**src/rtl/fdiv_if.sv**
```systemverilog
// Start/done handshake bundle between the controller and the fp16 divider.
interface fdiv_if;
    logic        start;
    logic [15:0] a;
    logic [15:0] b;
    logic        busy;
    logic        done;
    logic [15:0] result;
    logic [3:0]  flags;

    modport master (output start, a, b, input busy, done, result, flags);
    modport slave  (input start, a, b, output busy, done, result, flags);
endinterface

```
**src/rtl/fdiv.sv**
```systemverilog
// Multi-cycle fp16 divider: specials resolved in one cycle, otherwise a 12-cycle
// restoring mantissa divide followed by a truncating pack with flush-to-zero.
module fdiv #(
    parameter logic [15:0] NAN_VALUE = 16'h7E00
) (
    input  logic  clk,
    input  logic  reset,
    fdiv_if.slave bus
);
    typedef enum logic [2:0] {IDLE, UNPACK, DIV, PACK, DONE} state_t;

    state_t             state, state_nx;
    logic [15:0]        a_q, b_q;
    logic [10:0]        mb;
    logic [11:0]        rem, q;
    logic [3:0]         cnt;
    logic signed [6:0]  ed;
    logic               sgn;
    logic [15:0]        res_q;
    logic [3:0]         flg_q;

    logic [4:0]  ea, eb;
    logic [9:0]  fa, fb;
    logic        a_zero, b_zero, a_inf, b_inf, a_nan, b_nan, s;
    logic        spec_hit;
    logic [15:0] spec_res;
    logic [3:0]  spec_flg;
    logic        ge;
    logic [11:0] diff;
    logic signed [7:0] e_pack;
    logic [9:0]  frac;
    logic [15:0] pack_res;
    logic [3:0]  pack_flg;

    always_comb begin
        ea     = a_q[14:10];
        eb     = b_q[14:10];
        fa     = a_q[9:0];
        fb     = b_q[9:0];
        s      = a_q[15] ^ b_q[15];
        a_zero = (ea == 5'd0);
        b_zero = (eb == 5'd0);
        a_inf  = (ea == 5'h1F) && (fa == 10'd0);
        b_inf  = (eb == 5'h1F) && (fb == 10'd0);
        a_nan  = (ea == 5'h1F) && (fa != 10'd0);
        b_nan  = (eb == 5'h1F) && (fb != 10'd0);
    end

    always_comb begin
        spec_hit = 1'b1;
        spec_res = NAN_VALUE;
        spec_flg = 4'b1000;
        if (a_nan || b_nan) begin
            spec_res = NAN_VALUE;
        end else if ((a_zero && b_zero) || (a_inf && b_inf)) begin
            spec_res = NAN_VALUE;
        end else if (a_inf) begin
            spec_res = {s, 5'h1F, 10'd0};
            spec_flg = 4'b0000;
        end else if (b_zero) begin
            spec_res = {s, 5'h1F, 10'd0};
            spec_flg = 4'b0100;
        end else if (a_zero || b_inf) begin
            spec_res = {s, 15'd0};
            spec_flg = 4'b0000;
        end else begin
            spec_hit = 1'b0;
            spec_res = '0;
            spec_flg = '0;
        end
    end

    // remainder stays below 2*mb, so the shifted value always fits 12 bits
    always_comb begin
        diff = rem - {1'b0, mb};
        ge   = (rem >= {1'b0, mb});
    end

    always_comb begin
        e_pack   = $signed({ed[6], ed}) + (q[11] ? 8'sd15 : 8'sd14);
        frac     = q[11] ? q[10:1] : q[9:0];
        pack_res = {sgn, e_pack[4:0], frac};
        pack_flg = 4'b0000;
        if (e_pack >= 8'sd31) begin
            pack_res = {sgn, 5'h1F, 10'd0};
            pack_flg = 4'b0010;
        end else if (e_pack <= 8'sd0) begin
            pack_res = {sgn, 15'd0};
            pack_flg = 4'b0001;
        end
    end

    always_comb begin
        state_nx = state;
        case (state)
            IDLE:    if (bus.start) state_nx = UNPACK;
            UNPACK:  state_nx = spec_hit ? DONE : DIV;
            DIV:     if (cnt == 4'd11) state_nx = PACK;
            PACK:    state_nx = DONE;
            DONE:    state_nx = IDLE;
            default: state_nx = IDLE;
        endcase
    end

    always_ff @(posedge clk or posedge reset) begin
        if (reset) state <= IDLE;
        else       state <= state_nx;
    end

    always_ff @(posedge clk or posedge reset) begin
        if (reset) begin
            a_q   <= '0;
            b_q   <= '0;
            mb    <= '0;
            rem   <= '0;
            q     <= '0;
            cnt   <= '0;
            ed    <= '0;
            sgn   <= 1'b0;
            res_q <= '0;
            flg_q <= '0;
        end else begin
            case (state)
                IDLE: if (bus.start) begin
                    a_q <= bus.a;
                    b_q <= bus.b;
                end
                UNPACK: if (spec_hit) begin
                    res_q <= spec_res;
                    flg_q <= spec_flg;
                end else begin
                    rem <= {1'b0, 1'b1, fa};
                    mb  <= {1'b1, fb};
                    ed  <= $signed({2'b00, ea}) - $signed({2'b00, eb});
                    sgn <= s;
                    cnt <= '0;
                    q   <= '0;
                end
                DIV: begin
                    rem <= ge ? {diff[10:0], 1'b0} : {rem[10:0], 1'b0};
                    q   <= {q[10:0], ge};
                    cnt <= cnt + 4'd1;
                end
                PACK: begin
                    res_q <= pack_res;
                    flg_q <= pack_flg;
                end
                default: ;
            endcase
        end
    end

    assign bus.busy   = (state != IDLE);
    assign bus.done   = (state == DONE);
    assign bus.result = res_q;
    assign bus.flags  = flg_q;
endmodule

```
**src/flat_wrapper.sv**
```systemverilog
// flat-port wrapper written by rule: the top's interface ports become plain ports
module fdiv_flat 
#(
    parameter logic [15:0] NAN_VALUE = 16'h7E00
)
  (clk, reset, bus_start, bus_a, bus_b, bus_busy, bus_done, bus_result, bus_flags);
  fdiv_if bus_i ();
  input  logic clk;
  input  logic reset;
  input wire logic [$bits(bus_i.start)-1:0] bus_start;
  input wire logic [$bits(bus_i.a)-1:0] bus_a;
  input wire logic [$bits(bus_i.b)-1:0] bus_b;
  output wire logic [$bits(bus_i.busy)-1:0] bus_busy;
  output wire logic [$bits(bus_i.done)-1:0] bus_done;
  output wire logic [$bits(bus_i.result)-1:0] bus_result;
  output wire logic [$bits(bus_i.flags)-1:0] bus_flags;
  assign bus_i.start = bus_start;
  assign bus_i.a = bus_a;
  assign bus_i.b = bus_b;
  assign bus_busy = bus_i.busy;
  assign bus_done = bus_i.done;
  assign bus_result = bus_i.result;
  assign bus_flags = bus_i.flags;
  fdiv #(.NAN_VALUE(NAN_VALUE)) u_core (.clk(clk), .reset(reset), .bus(bus_i));
endmodule
```
**config.mk**
```make
export PLATFORM = sky130hd
export DESIGN_NAME = fdiv_flat
export DESIGN_NICKNAME = d
export VERILOG_FILES = /design/src/rtl/fdiv_if.sv /design/src/rtl/fdiv.sv /design/src/flat_wrapper.sv
export SDC_FILE = /design/constraint.sdc
export NUM_CORES = 1
export LEC_CHECK = 0
export BUFFER_PORTS_ARGS = -buffer_cell sky130_fd_sc_hd__buf_4
export CAP_MARGIN = 0
export CORE_MARGIN = 3
export CORE_UTILIZATION = 40
export CTS_BUF_LIST = sky130_fd_sc_hd__clkbuf_16
export DETAILED_ROUTE_END_ITERATION = 10
export HOLD_SLACK_MARGIN = 0.03
export PLACE_DENSITY = 0.6
export SLEW_MARGIN = 10
export SYNTH_ARGS = -nofsm -noshare
export SYNTH_HDL_FRONTEND = slang
export SYNTH_SLANG_ARGS = --single-unit
```
**constraint.sdc**
```tcl
create_clock -name clk -period 9.28 [get_ports clk]
set_input_delay 2.784 -clock clk [delete_from_list [all_inputs] [get_ports clk]]
set_output_delay 2.784 -clock clk [all_outputs]
set_load 0.01 [all_outputs]
```
==> results.sh <==
export IMPL_post_route_util=0.4812
export IMPL_hold_viol=0
export IMPL_via_count=3963
export IMPL_p_sw_mw=0.9433
export IMPL_path_class="flop to output pin"
export IMPL_worst_slew_pin_slew_ns=0.8644
export IMPL_cp_max_fo=8
export IMPL_p_seq_frac=0.354
export IMPL_grt_max_degree=57
export IMPL_path_depth=2
export IMPL_synth_top_area_cell="dfrtp_1"
export IMPL_clock_root_buffer="clkbuf_16"
export IMPL_ys_flop_type="dfrtp_1"
export IMPL_maxCapViolCount=0
export IMPL_end_kind="output pin"
export IMPL_crit_slowest_cell="dfrtp_1"
export IMPL_place_congestion=0.8269
export IMPL_dieHeight_um=120.3
export IMPL_hold_depth=2
export IMPL_drive_gt1_frac=0.2086
export IMPL_drv_slew=0
export IMPL_die_w_um=120.3
export IMPL_holdWs_ns=0.4562
export IMPL_postCtsSetupBuffers=0
export IMPL_avgSynthCellArea_um2=9.993
export IMPL_yosysWarnings=0
export IMPL_drt_pass1_iterations=5
export IMPL_htree_levels=3
export IMPL_boundaryPins=57
export IMPL_grt_pass1_wl_um=19470
export IMPL_relSlewSlack=0.4224
export IMPL_power_density_nw_per_um2=372.9
export IMPL_wl_per_cell_um=14.93
export IMPL_worstPathRequired_ns=6.50
export IMPL_clk_pin_slew_ns=0.06
export IMPL_grt_setup_unrepaired="false"
export IMPL_synth_seq_cells=101
export IMPL_cp_arrival_ns=1.27
export IMPL_synthDominantCellAreaShare=0.4836
export IMPL_synthArstFlopShare=1.000
export IMPL_antenna_found_initial=0
export IMPL_syn_area_um2=5226
export IMPL_drtIter0Drc=258
export IMPL_fin_skew_ns=0.007218
export IMPL_irDropWorstVdd_mv=0.1558
export IMPL_fp_dieArea_um2=14470
export IMPL_rows=41
export IMPL_critical_path_top_delay_family="flip-flops"
export IMPL_dp_hpwl_um=8216
export IMPL_pwr_share_clk=0.160
export IMPL_hold_path_class="flop to flop"
export IMPL_coreArea_um2=12720
export IMPL_nets=631
export IMPL_routed_via_density=5.270
export IMPL_initial_core_util=0.4108
export IMPL_syn_to_final_growth_pct=17.14
export IMPL_worst_r2r_cell_count=9
export IMPL_insertion_delay_ns=0.34
export IMPL_dp_slack_ns=5.211
export IMPL_synth_fp_nets=579
export IMPL_cp_start_kind="flop"
export IMPL_overflow=0
export IMPL_layout_setup_ws_ns=5.227
export IMPL_antenna_diode_count=0
export IMPL_multi_input_area_um2=2504
export IMPL_cts_sinks=101
export IMPL_numCtsBuffers=9
export IMPL_p_int_mw=1.340
export IMPL_drc=0
export IMPL_regArea_um2=2527
export IMPL_path_buf_inv=1
export IMPL_ant_nets=0
export IMPL_track_usage=0.1670
export IMPL_outcome="finished clean"
export IMPL_clockBufferDepth=2
export IMPL_setup_tns_ns=0
export IMPL_fmax_ghz=0.2467
export IMPL_cellLeakagePower_nw=2.700
export IMPL_seq_area_frac_synth=0.4836
export IMPL_grt_pass1_vias=3913
export IMPL_cts_tree="built"
export IMPL_slowest_delay_ns=0.47
export IMPL_combPwrFrac=0.486
export IMPL_io_buffer_count=56
export IMPL_post_cts_resized=0
export IMPL_synthCells=523
export IMPL_synth_edf_count=0
export IMPL_cp_cell_sequence="nor3b_1, buf_4"
export IMPL_yosysUniqueCellTypes=64
export IMPL_switching_share=0.4132
export IMPL_drt_total_wl_um=11220
export IMPL_fillerInstances=1228
export IMPL_report_final_setup_viol=0
export IMPL_holdBufCountCts=0
export IMPL_yosys_top_cells_area="dfrtp_1 (48%), mux2_2 (6.0%), nand2_1 (5.9%), o21ai_0 (4.8%), ha_1 (4.5%)"
export IMPL_period_share=0.4368
export IMPL_period_minus_slack_ns=4.053
## metrics by stage
step / total power [mW] / std cells / instance area (µm²)
4_1_cts: 2.302 / 752 / 6122
2_1_floorplan: 1.612 / 523 / 5226
3_5_place_dp: 1.926 / 736 / 5831
5_1_grt: 2.496 / 752 / 6122
6_report: 2.283 / 752 / 6122
3_3_place_gp: 1.894 / 736 / 5831
## worst min-delay path: cells and delay by family, from the launching register on
| family | cells | cell delay, ns |
|---|---|---|
| and+or+nand+nor | 1 | 0.05 |
| buffers and inverters | 1 | 0.05 |
| DFF | 1 | 0.33 |
## sequential cells by signal, summed over array words and instances (netlist names)
signal / cells
u_core.a_q: 16
u_core.b_q: 16
u_core.bus.result: 16
u_core.q: 12
u_core.rem: 12
u_core.mb: 11
u_core.ed: 6
u_core.bus.flags: 4
u_core.cnt: 4
u_core.state: 3
u_core.sgn: 1
## synth_stat cells (all sizes together), types with 2 or more instances
cell type,instances
and3,10
ha,19
xnor2,6
nand3,8
a31oi,2
mux2i,14
a22o,2
o211ai,4
dfrtp,101
nand3b,2
o21ai,61
nor3,9
a22oi,3
a221oi,6
a21o,2
nor4,9
nor3b,4
mux2,28
or2,2
buf,11
a2bb2oi,2
inv,33
nand4,3
o21a,2
nor2,24
xor2,5
or4,2
nand2,82
nor2b,6
nand2b,7
fa,2
a221o,3
and2,2
a21boi,2
a211oi,5
clkbuf,9
o31ai,2
a21oi,13
## routing by layer
metal / GRT usage / share of wire / vias up / routed length, µm
met5: 0 / 0 / - / 0
met4: 0.05241 / 0.013 / 0 / 142
met3: 0.03461 / 0.048 / 12 / 535
met2: 0.2655 / 0.46 / 90 / 5188
met1: 0.2309 / 0.48 / 1902 / 5357
li1: - / - / 1959 / -
## power by group through the flow
stage / combinational [mW] / sequential (mW) / clock (mW)
finish: 1.11 / 0.808 / 0.364
CTS: 1.12 / 0.809 / 0.377
floorplan: 0.841 / 0.772 / 0
detailed placement: 1.11 / 0.816 / 0
global placement: 1.09 / 0.809 / 0
global route: 1.26 / 0.839 / 0.395
## logic make-up (layout without fill, tap and decap cells)
logic type / after synthesis / in the layout / share of synthesized area
AO/OA/AOI/OAI: 121 / 121 / 0.1499
XOR/XNOR: 11 / 11 / 0.01843
adder cells (fa/ha/maj): 21 / 21 / 0.05315
buffers and inverters: 53 / 110 / 0.04022
flip-flops: 101 / 101 / 0.4836
multiplexers: 42 / 42 / 0.08714
AND/OR/NAND/NOR: 174 / 174 / 0.1676
## layout by cell type (no fill, tap or decap), types with 3 or more instances in the layout
cell       Yosys  routed
buf_4          0      61
nand2b_1       7       7
clkbuf_16      0       9
inv_1         31      31
o211ai_1       4       4
a221oi_1       6       6
nor2b_1        6       6
dfrtp_1      101     101
nand2_1       82      82
o21ai_1       11      11
nand3_1        6       6
xnor2_1        6       6
ha_1          19      19
xor2_1         5       5
nor2_1        22      22
o21ai_0       50      50
mux2_2        28      28
a21oi_1       13      13
a221o_1        3       3
nor3b_1        4       4
and3_1         8       8
nor4_1         7       7
a22oi_1        3       3
mux2i_1       14      14
a211oi_1       5       5
nor3_1         9       7
## final cells by class
class / count / share of cell area
multi-input cells: 369 / 0.4090
clock inverters: 7 / 0.01083
well taps: 172 / 0.03515
inverters: 33 / 0.02064
flip-flops and latches: 101 / 0.4128
clock buffers: 9 / 0.03679
repair buffers: 61 / 0.07480
## path summary, 6_finish.rpt
kind                                 start                    end  slack (ns)
max reg2reg                   u_core.q[11]   u_core.bus.result[9]        6.48
min reg2reg                  u_core.mb[10]          u_core.mb[10]        0.46
min                          u_core.mb[10]          u_core.mb[10]        0.46
max in group asynchronous            reset          u_core.rem[1]        5.65
min in group asynchronous            reset  u_core.bus.result[12]        2.50
max                        u_core.state[1]               bus_done        5.23
Note: power is estimated with default switching activity, not from simulation.
